File: config.mk
export PLATFORM = sky130hd
export DESIGN_NAME = delta_window_sequencer
export DESIGN_NICKNAME = d
export VERILOG_FILES = /design/src/rtl/mfcc_seq_pkg.sv /design/src/rtl/delta_tap_clamp.sv /design/src/rtl/delta_window_sequencer.sv
export SDC_FILE = /design/constraint.sdc
export NUM_CORES = 1
export LEC_CHECK = 0
export CORE_UTILIZATION = 50
export DETAILED_ROUTE_END_ITERATION = 6
export GPL_TIMING_DRIVEN = 0
export HOLD_SLACK_MARGIN = 0.15
export MAX_ROUTING_LAYER = met4
export PLACE_DENSITY = 0.71
export SLEW_MARGIN = 40
export SYNTH_ARGS = -nofsm -noshare
export SYNTH_HDL_FRONTEND = slang
export SYNTH_SLANG_ARGS = --single-unit
export TNS_END_PERCENT = 100
File: constraint.sdc
create_clock -name clk -period 16.9 [get_ports clk]
set_clock_uncertainty 0.05 [all_clocks]
set_input_delay 1.69 -clock clk [delete_from_list [all_inputs] [get_ports clk]]
set_output_delay 1.69 -clock clk [all_outputs]
set_load 0.1 [all_outputs]
File: src/rtl/mfcc_seq_pkg.sv
// Shared definitions for the MFCC delta / delta-delta tap sequencers:
// state encoding, coefficient width rule and the edge-clamp helper.
package mfcc_seq_pkg;

    typedef enum logic [1:0] {
        ST_IDLE = 2'd0,
        ST_WAIT = 2'd1,
        ST_TAP  = 2'd2,
        ST_DONE = 2'd3
    } seq_state_t;

    // Signed width able to hold -K..+K.
    function automatic int coef_width(input int k);
        return $clog2(k + 1) + 1;
    endfunction

    // Clamp a signed frame index into [0, hi].
    function automatic int clamp_index(input int v, input int hi);
        if (v < 0) begin
            return 0;
        end
        if (v > hi) begin
            return hi;
        end
        return v;
    endfunction

endpackage

File: src/rtl/delta_tap_clamp.sv
// Combinational tap address: centre + signed offset, clamped to the
// valid frame range [0, frame_total-1].
module delta_tap_clamp
    import mfcc_seq_pkg::*;
#(
    parameter int CNT_W  = 7,
    parameter int COEF_W = 3
) (
    input  logic [CNT_W-1:0]        centre,
    input  logic signed [COEF_W-1:0] offset,
    input  logic [CNT_W-1:0]        frame_total,
    output logic [CNT_W-1:0]        addr
);

    localparam int SUM_W = CNT_W + 2;

    logic signed [SUM_W-1:0] sum;
    logic signed [SUM_W-1:0] hi;
    int                      clamped;

    always_comb begin
        sum     = $signed({2'b00, centre}) + SUM_W'(offset);
        hi      = $signed({2'b00, frame_total}) - SUM_W'(1);
        clamped = clamp_index(int'(sum), int'(hi));
        addr    = clamped[CNT_W-1:0];
    end

endmodule

File: src/rtl/delta_window_sequencer.sv
// Window-aware frame/tap sequencer for the delta stages: waits for enough
// lookahead frames per centre, then streams 2K+1 clamped taps over ready/valid.
module delta_window_sequencer
    import mfcc_seq_pkg::*;
#(
    parameter int  CNT_W  = 7,
    parameter int  WIN_K  = 2,
    localparam int COEF_W = coef_width(WIN_K)
) (
    input  logic                     clk,
    input  logic                     rst,
    input  logic                     start,
    input  logic [CNT_W-1:0]         frame_total,
    input  logic                     frame_tick,
    output logic                     tap_valid,
    input  logic                     tap_ready,
    output logic [CNT_W-1:0]         tap_frame,
    output logic signed [COEF_W-1:0] tap_coef,
    output logic                     tap_last,
    output logic [CNT_W-1:0]         centre_idx,
    output logic                     busy,
    output logic                     done
);

    localparam int NEED_W = CNT_W + 2;
    localparam logic signed [COEF_W-1:0] K_POS = COEF_W'(WIN_K);
    localparam logic signed [COEF_W-1:0] K_NEG = -K_POS;

    seq_state_t state_reg, state_next;

    logic [CNT_W-1:0]         n_reg, n_next;
    logic [CNT_W-1:0]         frames_reg, frames_next;
    logic [CNT_W-1:0]         c_reg, c_next;
    logic signed [COEF_W-1:0] t_reg, t_next;

    logic                     tap_valid_reg;
    logic [CNT_W-1:0]         tap_frame_reg;
    logic signed [COEF_W-1:0] tap_coef_reg;
    logic                     tap_last_reg;
    logic [CNT_W-1:0]         centre_idx_reg;
    logic                     busy_reg;
    logic                     done_reg;

    logic [NEED_W-1:0]        need_raw;
    logic [CNT_W-1:0]         need;
    logic                     tap_fire;
    logic [CNT_W-1:0]         addr_next;

    // Frames required before centre c can be emitted: c+K+1, capped at N so
    // the trailing centres flush without further upstream ticks.
    always_comb begin
        need_raw = {2'b00, c_reg} + NEED_W'(WIN_K + 1);
        need     = (need_raw > {2'b00, n_reg}) ? n_reg : need_raw[CNT_W-1:0];
        tap_fire = tap_valid_reg & tap_ready;
    end

    always_comb begin
        state_next  = state_reg;
        n_next      = n_reg;
        frames_next = frames_reg;
        c_next      = c_reg;
        t_next      = t_reg;

        if ((state_reg == ST_WAIT || state_reg == ST_TAP) &&
            frame_tick && (frames_reg < n_reg)) begin
            frames_next = frames_reg + CNT_W'(1);
        end

        case (state_reg)
            ST_IDLE: begin
                if (start) begin
                    n_next      = frame_total;
                    frames_next = '0;
                    c_next      = '0;
                    state_next  = (frame_total == '0) ? ST_DONE : ST_WAIT;
                end
            end
            ST_WAIT: begin
                if (frames_reg >= need) begin
                    state_next = ST_TAP;
                    t_next     = K_NEG;
                end
            end
            ST_TAP: begin
                if (tap_fire) begin
                    if (t_reg != K_POS) begin
                        t_next = t_reg + COEF_W'(1);
                    end else if (c_reg == n_reg - CNT_W'(1)) begin
                        state_next = ST_DONE;
                    end else begin
                        c_next     = c_reg + CNT_W'(1);
                        state_next = ST_WAIT;
                    end
                end
            end
            ST_DONE: begin
                state_next = ST_IDLE;
            end
            default: begin
                state_next = ST_IDLE;
            end
        endcase
    end

    delta_tap_clamp #(
        .CNT_W  (CNT_W),
        .COEF_W (COEF_W)
    ) u_clamp (
        .centre      (c_next),
        .offset      (t_next),
        .frame_total (n_next),
        .addr        (addr_next)
    );

    always_ff @(posedge clk or posedge rst) begin
        if (rst) begin
            state_reg  <= ST_IDLE;
            n_reg      <= '0;
            frames_reg <= '0;
            c_reg      <= '0;
            t_reg      <= '0;
        end else begin
            state_reg  <= state_next;
            n_reg      <= n_next;
            frames_reg <= frames_next;
            c_reg      <= c_next;
            t_reg      <= t_next;
        end
    end

    // Outputs are registered from next-state values so tap_valid has no
    // combinational dependence on tap_ready.
    always_ff @(posedge clk or posedge rst) begin
        if (rst) begin
            tap_valid_reg  <= 1'b0;
            tap_frame_reg  <= '0;
            tap_coef_reg   <= '0;
            tap_last_reg   <= 1'b0;
            centre_idx_reg <= '0;
            busy_reg       <= 1'b0;
            done_reg       <= 1'b0;
        end else begin
            tap_valid_reg  <= (state_next == ST_TAP);
            tap_frame_reg  <= (state_next == ST_TAP) ? addr_next : '0;
            tap_coef_reg   <= (state_next == ST_TAP) ? t_next : '0;
            tap_last_reg   <= (state_next == ST_TAP) && (t_next == K_POS);
            centre_idx_reg <= c_next;
            busy_reg       <= (state_next != ST_IDLE);
            done_reg       <= (state_next == ST_DONE);
        end
    end

    assign tap_valid  = tap_valid_reg;
    assign tap_frame  = tap_frame_reg;
    assign tap_coef   = tap_coef_reg;
    assign tap_last   = tap_last_reg;
    assign centre_idx = centre_idx_reg;
    assign busy       = busy_reg;
    assign done       = done_reg;

endmodule

**After elaboration in Yosys (flattened, before gate mapping)**

Cells that the tools add are included.

- Flip-flop bits (word level): 40
- Bits in latches: 0
- Bits in writable memories: 0
- Bits in read-only memories: 0
- Bits of input ports: 12
- Output and inout bits: 21
- Logic and storage cells: 69
- Memories kept: 0

- $add $sub $neg: 7
- Multiply operators: 0
- Divide/modulo/power cells: 0
- Order comparisons: 5
- Equality and inequality tests: 8
- Shift-type cells: 0
- Multiplexer cells: 30
- Bitwise gates (word level): 1
- Reduce and logical (&&, ||, !) cells: 7

Operators with widths:

| kind | number |
|---|---|
| 7-bit two-way mux | 14 |
| 7-bit by 1-bit adder with 7-bit output, second input constant | 2 |
| 7-bit case mux with 2 select lines | 1 |
| 2-bit two-way mux | 6 |
| 3-bit two-way mux | 4 |
| 8-bit by 3-bit adder with 9-bit output | 1 |
| 9-bit by 8-bit greater-than comparator with 1-bit output | 1 |
| 9-bit by 1-bit < comparator with 1-bit output, second input constant | 1 |
| 7-bit by 2-bit adder with 8-bit output, second input constant | 1 |
| 2-bit == test, second input constant | 4 |
| 8-bit by 7-bit greater-than comparator with 1-bit output | 1 |
| 2-bit case mux with 4 select lines | 1 |
| 7-bit by 1-bit subtractor with 8-bit output, second input constant | 1 |
| 7-bit == test | 1 |
| 7-bit greater-or-equal comparator | 1 |
| 7-bit zero test | 1 |
| 7-bit < comparator | 1 |
| 7-bit by 1-bit subtractor with 7-bit output, second input constant | 1 |
| 3-bit case mux with 2 select lines | 1 |
| 3-bit by 2-bit adder with 3-bit output, second input constant | 1 |
| 3-bit == test, second input constant | 1 |
| 1-bit logical AND | 3 |
| 1-bit two-way mux | 3 |
| 3-bit != test, second input constant | 1 |
| 5 further kinds | 5 |

**Depth between registers and ports, before layout**

Gate-level depths: netlist of the first run.

- Depth after elaboration: 13
- Mapped depth: 40
- Depth with buffers taken out: 37

**By module**

From an unflattened synthesis of the first run, not the netlist that was laid out.

- Cells, all modules: 410
- Area, all modules: 3619.7 µm²

Modules (own cells, without submodules):

| module | times used | cells an instance | area an instance (µm²) | sequential area each (µm²) |
|---|---|---|---|---|
| delta_window_sequencer | 1 | 303 | 2748.9 | 1001.0 |
| delta_tap_clamp | 1 | 107 | 870.8 | 0.0 |

**Worst setup path after synthesis of the first run**

Ideal clock, no wire load.

- Kind: flip-flop to flip-flop
- From: register centre_idx[0] (netlist name)
- To: register tap_frame_reg[2], in the netlist tap_frame[2]
- Library setup time: 119 ps
- Arrival: 7930 ps
- Required time: 16731 ps
- Path slack: 8802 ps
- Stages on the path, launching flop included: 39
- Buffers on the path: 4
- Clock period less this slack: 8098 ps
- Cells stage by stage: dfrtp_1 clkbuf_1 inv_1 ha_1 inv_1 ha_1 nor2b_1 o21ai_0 nand2b_1 a21oi_1 nor2b_1 o21ai_0 nand2b_1 a21oi_1 o22a_1 clkbuf_1 mux2i_1 ha_1 [3 not listed] o311ai_1 clkbuf_1 inv_1 ha_1 inv_1 a311o_1 o41ai_1 or4_1 o311ai_0 ha_1 nand3_1 nor2_1 nand4_1 o2111ai_2 nor2_2 clkbuf_1 nor3_1 o21a_1

RTL lines:

| element | RTL line | text |
|---|---|---|
| end signal: assignment | delta_window_sequencer.sv:144 | `tap_frame_reg <= (state_next == ST_TAP) ? addr_next : '0;` |
| end: declaration | delta_window_sequencer.sv:37 | `logic [CNT_W-1:0] tap_frame_reg;` |

==> results by group, run 1 <==
Clock tree
  • Sink Count: 40
  • CTS tree: done
  • Clk slew on worst S/H paths: 0.09 ns
  • Max H-tree Level: 2
  • CTS Buf Count: 5
  • Root Buffer: clkbuf_8
  • Post-CTS setup buffers: 0
  • Clk_lat worst skew: 0.30 ns
  • Post-CTS sizing: 0
  • Clock Tree Buf Depth: 2
  • CTS Hold Buffers Added: 0

Global route
  • Antenna violations before repair: 0
  • Vias in the first global route: 3,057
  • Grt ovf: 0
  • Global-route wire length before repair: 14,880 um
  • Largest net degree at the start of global routing: 41
  • GRT Util Overall: 0.2600

Critical path
  • Critical Path AT: 8.97 ns
  • Worst r2r src: centre_idx[0]$_DFF_PP0_
  • Cell mode on critical path: ha_1
  • Reg2reg path depth: 39
  • Critical path fanouts, max: 10
  • Critical Path RT: 17.08 ns
  • Worst Setup EP: tap_frame[3]$_DFF_PP0_
  • Startpoint types: flip-flop
  • Flop2flop setup slack: 8.11 ns
  • FF-to-FF End: tap_frame[3]$_DFF_PP0_
  • CP startpoint: centre_idx[0]$_DFF_PP0_
  • CP max stage delay: between 0.6 and 0.7 ns
  • Slowest stage cell on the critical path: o311ai_2
  • Crit Path Class: flip-flop to flip-flop
  • Setup crit end kind: flip-flop

Floorplan
  • Die Height: 87.83 um
  • Chip width: 87.83 um
  • Starting Density: 0.5305
  • IO Pins: 33
  • Total core area: 6944 um^2
  • Die area: about 7700 um^2
  • FP Rows: 30

Logic synthesis
  • Post-synth top flop: dfrtp_1
  • Sequential fraction of the synthesis area: 0.2717
  • Synth cell types: 69
  • Largest area contributor in the netlist: dfrtp_1
  • Ys async rst share: 1.000
  • Syn nets: 484
  • Synth top area cells: dfrtp_1 27%, ha_1 14%, xnor2_1 5.0%
  • Synth Cell Area: between 3000 and 4000 um^2
  • Post-synthesis register bit count: 40
  • Cells after Synth: 429
  • Avg Cell Area, Syn: 8.586 um^2
  • Syn. warnings: 0
  • Post-synth top area share: 0.2717
  • Post-synth EDFFs: 0
  • Leading cell types by count after synthesis: 42 x ha_1, 42 x inv_1, 40 x dfrtp_1, 30 x nand2_1, 29 x nor2_1

Timing
  • Tmin final: 8.786 ns
  • Slew HR: 0.5494
  • Tcrit/Tclk final: 0.5199
  • FMAX: 113.8 MHz
  • Final setup fails: 0
  • Sum of negative setup slack: 0 ns
  • Slew Viols, Final: 0
  • Final hold viol count: 0
  • RSZ-0062 raised after global routing: false
  • Actual slew at the worst max-slew pin: 0.6674 ns

Finish
  • Share of cells above drive strength 1: 0.1151
  • Fill cells: roughly 640
  • Fin nets: 523
  • Layout Cells excl Fill: roughly 570
  • ANT cells: 0
  • Area Overhead vs Synth: 11.75%

Place
  • Dpl hpwl: 7114 um
  • IO Port Bufs: 32
  • Placed Instances: 557
  • GPL Wtd Cong: 0.9265

Routing
  • Antenna viol nets, final: 0
  • Average wire per standard cell: 15.98 um
  • 1st-iter DRT viols: 226
  • Via density per instance: between 5 and 6
  • Remaining DRCs: 0
  • Via count: approximately 3,200
  • Routed WL: 9028 um
  • Drt pass-1 iters: 5

Pwr
  • VDD IR max: just under 0.09 mV
  • Total power draw: 529.9 uW
  • Leak Pwr: 2.053 nW
  • Power Dens Cells: about 130 nW/um^2

Job
  • Max Cap Violations: 0

Hold path
  • Class of the worst hold path: flip-flop to flip-flop

Run status
  • Status: finished clean
## metal layers
layer  track usage  share of wire  wire (um)
met1        0.3496           0.47       4226
met2        0.4123           0.46       4193
met3       0.02922          0.056        505
met4       0.07601          0.012        104
met5             -              0          0
## through the flow
step | hold slack, ns | util | instance area [um^2] | setup WS (ns)
after floorplan | 0.4873 | - | 3684 | 8.802
after global placement | 0.5328 | 0.5939 | 4124 | 8.100
after detailed placement | 0.5388 | 0.5802 | 4029 | 8.192
after CTS | 0.5548 | 0.5928 | 4116 | 8.176
after global routing | 0.5965 | 0.5928 | 4116 | 7.285
final | 0.5723 | 0.5928 | 4116 | 8.114
## critical path, delay by kind of cell, from the launching register on
| family | cells | cell delay (ns) |
|---|---|---|
| flip-flops | 1 | 0.41 |
| multiplexers | 1 | 0.28 |
| buffers and inverters | 8 | 1.84 |
| AND/OR/NAND/NOR | 10 | 1.64 |
| AO/OA/AOI/OAI | 15 | 2.91 |
| adder cells (fa/ha/maj) | 5 | 1.57 |
## final cells by class
| class | count | area [um^2] | area share |
|---|---|---|---|
| Clock inverter | 3 | 18.77 | 0.004559 |
| Inverter | 44 | 167.7 | 0.04073 |
| Sequential cell | 40 | 1001 | 0.2432 |
| Multi-Input combinational cell | 330 | 2451 | 0.5954 |
| Clock buffer | 5 | 68.82 | 0.01672 |
| Buffer | 15 | 73.82 | 0.01793 |
| Timing Repair Buffer | 32 | 215.2 | 0.05228 |
| Tap cell | 96 | 120.1 | 0.02918 |
## cell usage in the layout, fill, tap and decap left out, types with 3 or more instances in the layout
cell type        Yosys  routed
a21boi_1             3       3
a21o_1               7       7
a21oi_1             16      16
a221oi_1             3       3
a31oi_1              4       4
and2_1               3       3
and3_1               5       5
buf_2                5      26
clkbuf_1             6       6
clkbuf_8             0       5
clkdlybuf4s50_1      0      11
dfrtp_1             40      40
ha_1                42      42
inv_1               42      41
mux2i_1             15      15
nand2_1             30      30
nand2b_1            11      11
nand3_1             12      12
nand4_1              7       7
nand4b_1             5       5
nor2_1              29      29
nor2b_1              6       6
nor3_1              15      15
nor4_1               4       4
o211ai_1             6       6
o21a_1               4       4
o21ai_0             17      17
o22a_1               3       3
o31a_1               3       3
o31ai_1              3       3
or3_1                4       4
xnor2_1             21      21
xor2_1               9       9
## power breakdown
| group | leakage (nW) | internal (mW) | switching [mW] |
|---|---|---|---|
| combinational | 1.47 | 0.123 | 0.208 |
| sequential | 0.537 | 0.112 | 0.0208 |
| clock | 0.0479 | 0.0288 | 0.0372 |
| total | 2.05 | 0.264 | 0.266 |
## cell families after synthesis
family,synth area share
fa+ha+maj,0.1481
compound gates,0.1936
simple gates,0.2035
buf+inv,0.06488
flops,0.2717
mux,0.04076
xor+xnor,0.07745
## how the worst min path moves through the flow
stage | slack (ns) | start | cells past startpoint | to
after floorplan | 0.49 | n_reg[1]$_DFF_PP0_ | 2 | n_reg[1]$_DFF_PP0_
after global placement | 0.53 | frames_reg[6]$_DFF_PP0_ | 2 | frames_reg[6]$_DFF_PP0_
after detailed placement | 0.54 | frames_reg[6]$_DFF_PP0_ | 2 | frames_reg[6]$_DFF_PP0_
after CTS | 0.55 | frames_reg[6]$_DFF_PP0_ | 2 | frames_reg[6]$_DFF_PP0_
after global routing | 0.60 | frames_reg[6]$_DFF_PP0_ | 2 | frames_reg[6]$_DFF_PP0_
final | 0.57 | frames_reg[6]$_DFF_PP0_ | 2 | frames_reg[6]$_DFF_PP0_
Note: power is estimated with default switching activity, not from simulation.
==> inputs of run 2 (changes only) <==
==> constraint.sdc (replaced) <==
create_clock -name clk -period 8.25 [get_ports clk]
set_clock_uncertainty 0.05 [all_clocks]
set_input_delay 0.825 -clock clk [delete_from_list [all_inputs] [get_ports clk]]
set_output_delay 0.825 -clock clk [all_outputs]
set_load 0.1 [all_outputs]
==> run 2 against run 1 <==
- worst hold slack better by 0.0012 ns
- register-to-register slack worse by 7.4 ns
- sequential share of layout area about the same
- combinational power up 110%
- critical path depth down 2
- final area up 0.46%
- flip-flop and latch count unchanged
- clock power up 100%
- final cell count down 0.18%
- power up 110%
- maximum frequency up 16%
- setup slack worse by 7.4 ns
- highest routed layer unchanged
==> results by group, run 2 (synthesis results as in run 1) <==
Floorplan
  • Total core area: 6944 um^2 (unchanged)
  • FP Rows: 30 (unchanged)
  • Chip width: 87.83 um (unchanged)
  • Die Height: 87.83 um (unchanged)
  • IO Pins: 33 (unchanged)
  • Starting Density: 0.5305 (unchanged)
  • Die area: 7714 um^2 (unchanged)

Place
  • IO Port Bufs: 32 (unchanged)
  • GPL Wtd Cong: 0.9265 (unchanged)
  • Dpl hpwl: 7114 um (unchanged)
  • Setup slack at placement: -0.4580 ns (-8.650 ns)

Pwr
  • Internal power: 546.6 uW (+110%)
  • Sw Share: 0.5031 (about the same)
  • Clock power frac: 0.123 (-0.002)
  • Leak Pwr: 2.058 nW (+0.28%)
  • Sequential share of power: 0.247 (-0.003)
  • Logic pwr share: 0.630 (+0.004)
  • VDD IR max: 0.1830 mV (+110%)
  • Power Dens Cells: 266.0 nW/um^2 (+110%)
  • Psw: 553.5 uW (+110%)

Global route
  • Antenna violations before repair: 0 (unchanged)
  • GRT Util Overall: 0.2600 (unchanged)
  • Global-route wire length before repair: 14,880 um (about the same)
  • Grt ovf: 0 (unchanged)
  • Largest net degree at the start of global routing: 41 (unchanged)
  • Vias in the first global route: 3,051 (-0.20%)
  • Met2 Use GR: 0.4109 (-0.001409)
  • Met3 GRT Util: 0.02922 (unchanged)
  • Met1 Usage GRT: 0.3508 (+0.001177)
  • Most used routing layer: met2

Timing
  • Tcrit/Tclk final: 0.9179 (+0.3980)
  • Slew Viols, Final: 0 (unchanged)
  • Actual slew at the worst max-slew pin: 0.6697 ns (+0.002236 ns)
  • Final hold viol count: 0 (unchanged)
  • Tmin final: 7.572 ns (-1.213 ns)
  • Fin worst setup slack: 0.6777 ns (-7.437 ns)
  • Final setup fails: 0 (unchanged)
  • RSZ-0062 raised after global routing: false
  • FMAX: 132.1 MHz (+16%)
  • Slew HR: 0.5479 (-0.001509)

Job
  • Max Cap Violations: 0 (unchanged)

Clock tree
  • Clock Tree Buf Depth: 2 (unchanged)
  • CTS tree: done
  • Clk_lat worst skew: 0.30 ns (about the same)
  • Root Buffer: clkbuf_8
  • Clk slew on worst S/H paths: 0.09 ns (about the same)
  • Sink Count: 40 (unchanged)
  • CTS Buf Count: 5 (unchanged)
  • Max H-tree Level: 2 (unchanged)

Routing
  • Average wire per standard cell: 16.11 um (+0.82%)
  • 1st-iter DRT viols: 235 (+4.0%)
  • Via density per instance: 5.715 (+0.55%)
  • Via count: 3,223 (+0.37%)
  • Remaining DRCs: 0 (unchanged)
  • Antenna viol nets, final: 0 (unchanged)
  • Drt pass-1 iters: 5 (unchanged)
  • Routed WL: 9086 um (+0.64%)

Critical path
  • Slowest stage cell on the critical path: or4_1
  • CP max stage delay: 0.53 ns (-0.09 ns)
  • Crit Path Class: flip-flop to flip-flop
  • Top delay family on crit path: compound AO/OA/AOI/OAI gates
  • Critical Path AT: 7.72 ns (-1.25 ns)
  • Critical path fanouts, max: 11 (+1)
  • Startpoint types: flip-flop
  • Cell mode on critical path: ha_1
  • Cell count along the critical path: 37 (-5.1%)
  • Critical Path RT: 8.40 ns (-8.68 ns)
  • WP buf/inv: 6 (-2)
  • Setup crit end kind: flip-flop
  • Reg2reg path depth: 37 (-5.1%)

Hold path
  • WHS Path Cells: 2 (unchanged)
  • Class of the worst hold path: flip-flop to flip-flop

Finish
  • Final Util: 0.5955 (+0.002702)
  • Share of cells above drive strength 1: 0.1282 (+0.01307)
  • Area Overhead vs Synth: 12.26%
  • ANT cells: 0 (unchanged)
  • Commonest non-fill, non-tap cell in the layout: ha_1
  • Fin nets: 522 (-0.19%)
  • Commonest non-fill, non-tap cells in the layout: 42 x ha_1, 41 x inv_1, 38 x dfrtp_1

Run status
  • Status: finished clean
[run 2: routing by layer]
layer,share of wire,vias to the layer above
met5,0,-
met4,0.010,0
met3,0.048,11
met2,0.46,85
met1,0.48,1507
li1,-,1620
[run 2: through the flow]
| step | area [um^2] | hold WS, ns | total power [mW] | cells | setup TNS [ns] |
|---|---|---|---|---|---|
| after CTS | 4125 | 0.5548 | 1.088 | 564 | 0 |
| after floorplan | 3684 | 0.4873 | 0.7918 | 429 | 0 |
| after global routing | 4135 | 0.5965 | 1.191 | 564 | 0 |
| after detailed placement | 4029 | 0.5388 | 0.9433 | 557 | -2.957 |
| after global placement | 4124 | 0.5328 | 0.9310 | 557 | -3.586 |
| final | 4135 | 0.5735 | 1.100 | 564 | 0 |
[run 2: path summary, 6_finish.rpt]
check,slack [ns],start,endpoint
max,0.68,centre_idx[0]$_DFF_PP0_,tap_frame[2]$_DFF_PP0_
min,0.57,frames_reg[6]$_DFF_PP0_,frames_reg[6]$_DFF_PP0_
max reg2reg,0.68,centre_idx[0]$_DFF_PP0_,tap_frame[2]$_DFF_PP0_
min reg2reg,0.57,frames_reg[6]$_DFF_PP0_,frames_reg[6]$_DFF_PP0_
max in group asynchronous,6.91,rst,centre_idx[1]$_DFF_PP0_
min in group asynchronous,0.86,rst,frames_reg[5]$_DFF_PP0_
[run 2: repair_timing]
action,in CTS,in global routing
resized for setup,3,7
setup endpoints to repair,7,7
pin swaps,0,1
buffers inserted,0,1
hold buffers,0,0
hold endpoints to repair,0,0
[run 2: power groups by stage]
stage          clock network [mW]  logic, mW  registers [mW]
2_1_floorplan                   0      0.493           0.299
3_3_place_gp                    0      0.657           0.274
3_5_place_dp                    0      0.669           0.274
4_1_cts                     0.138      0.679           0.271
5_1_grt                     0.147      0.766           0.278
6_report                    0.135      0.693           0.272
[run 2: worst register-to-register path: cells and delay by family, from the launching register on]
family	cells	cell delay, ns
AO/OA/AOI/OAI	14	2.61
AND/OR/NAND/NOR	11	1.71
adder cells (fa/ha/maj)	5	1.53
buffers and inverters	6	0.84
flip-flops	1	0.48
multiplexers	1	0.25
[run 2: final cells by class]
class	instances	area, um^2
fillers	634	2809
well taps	96	120.1
flip-flops and latches	40	1003
plain buffers	13	71.32
inverters	44	167.7
multi-input cells	330	2462
clock inverters	3	18.77
repair buffers	33	222.7
clock buffers	5	68.82
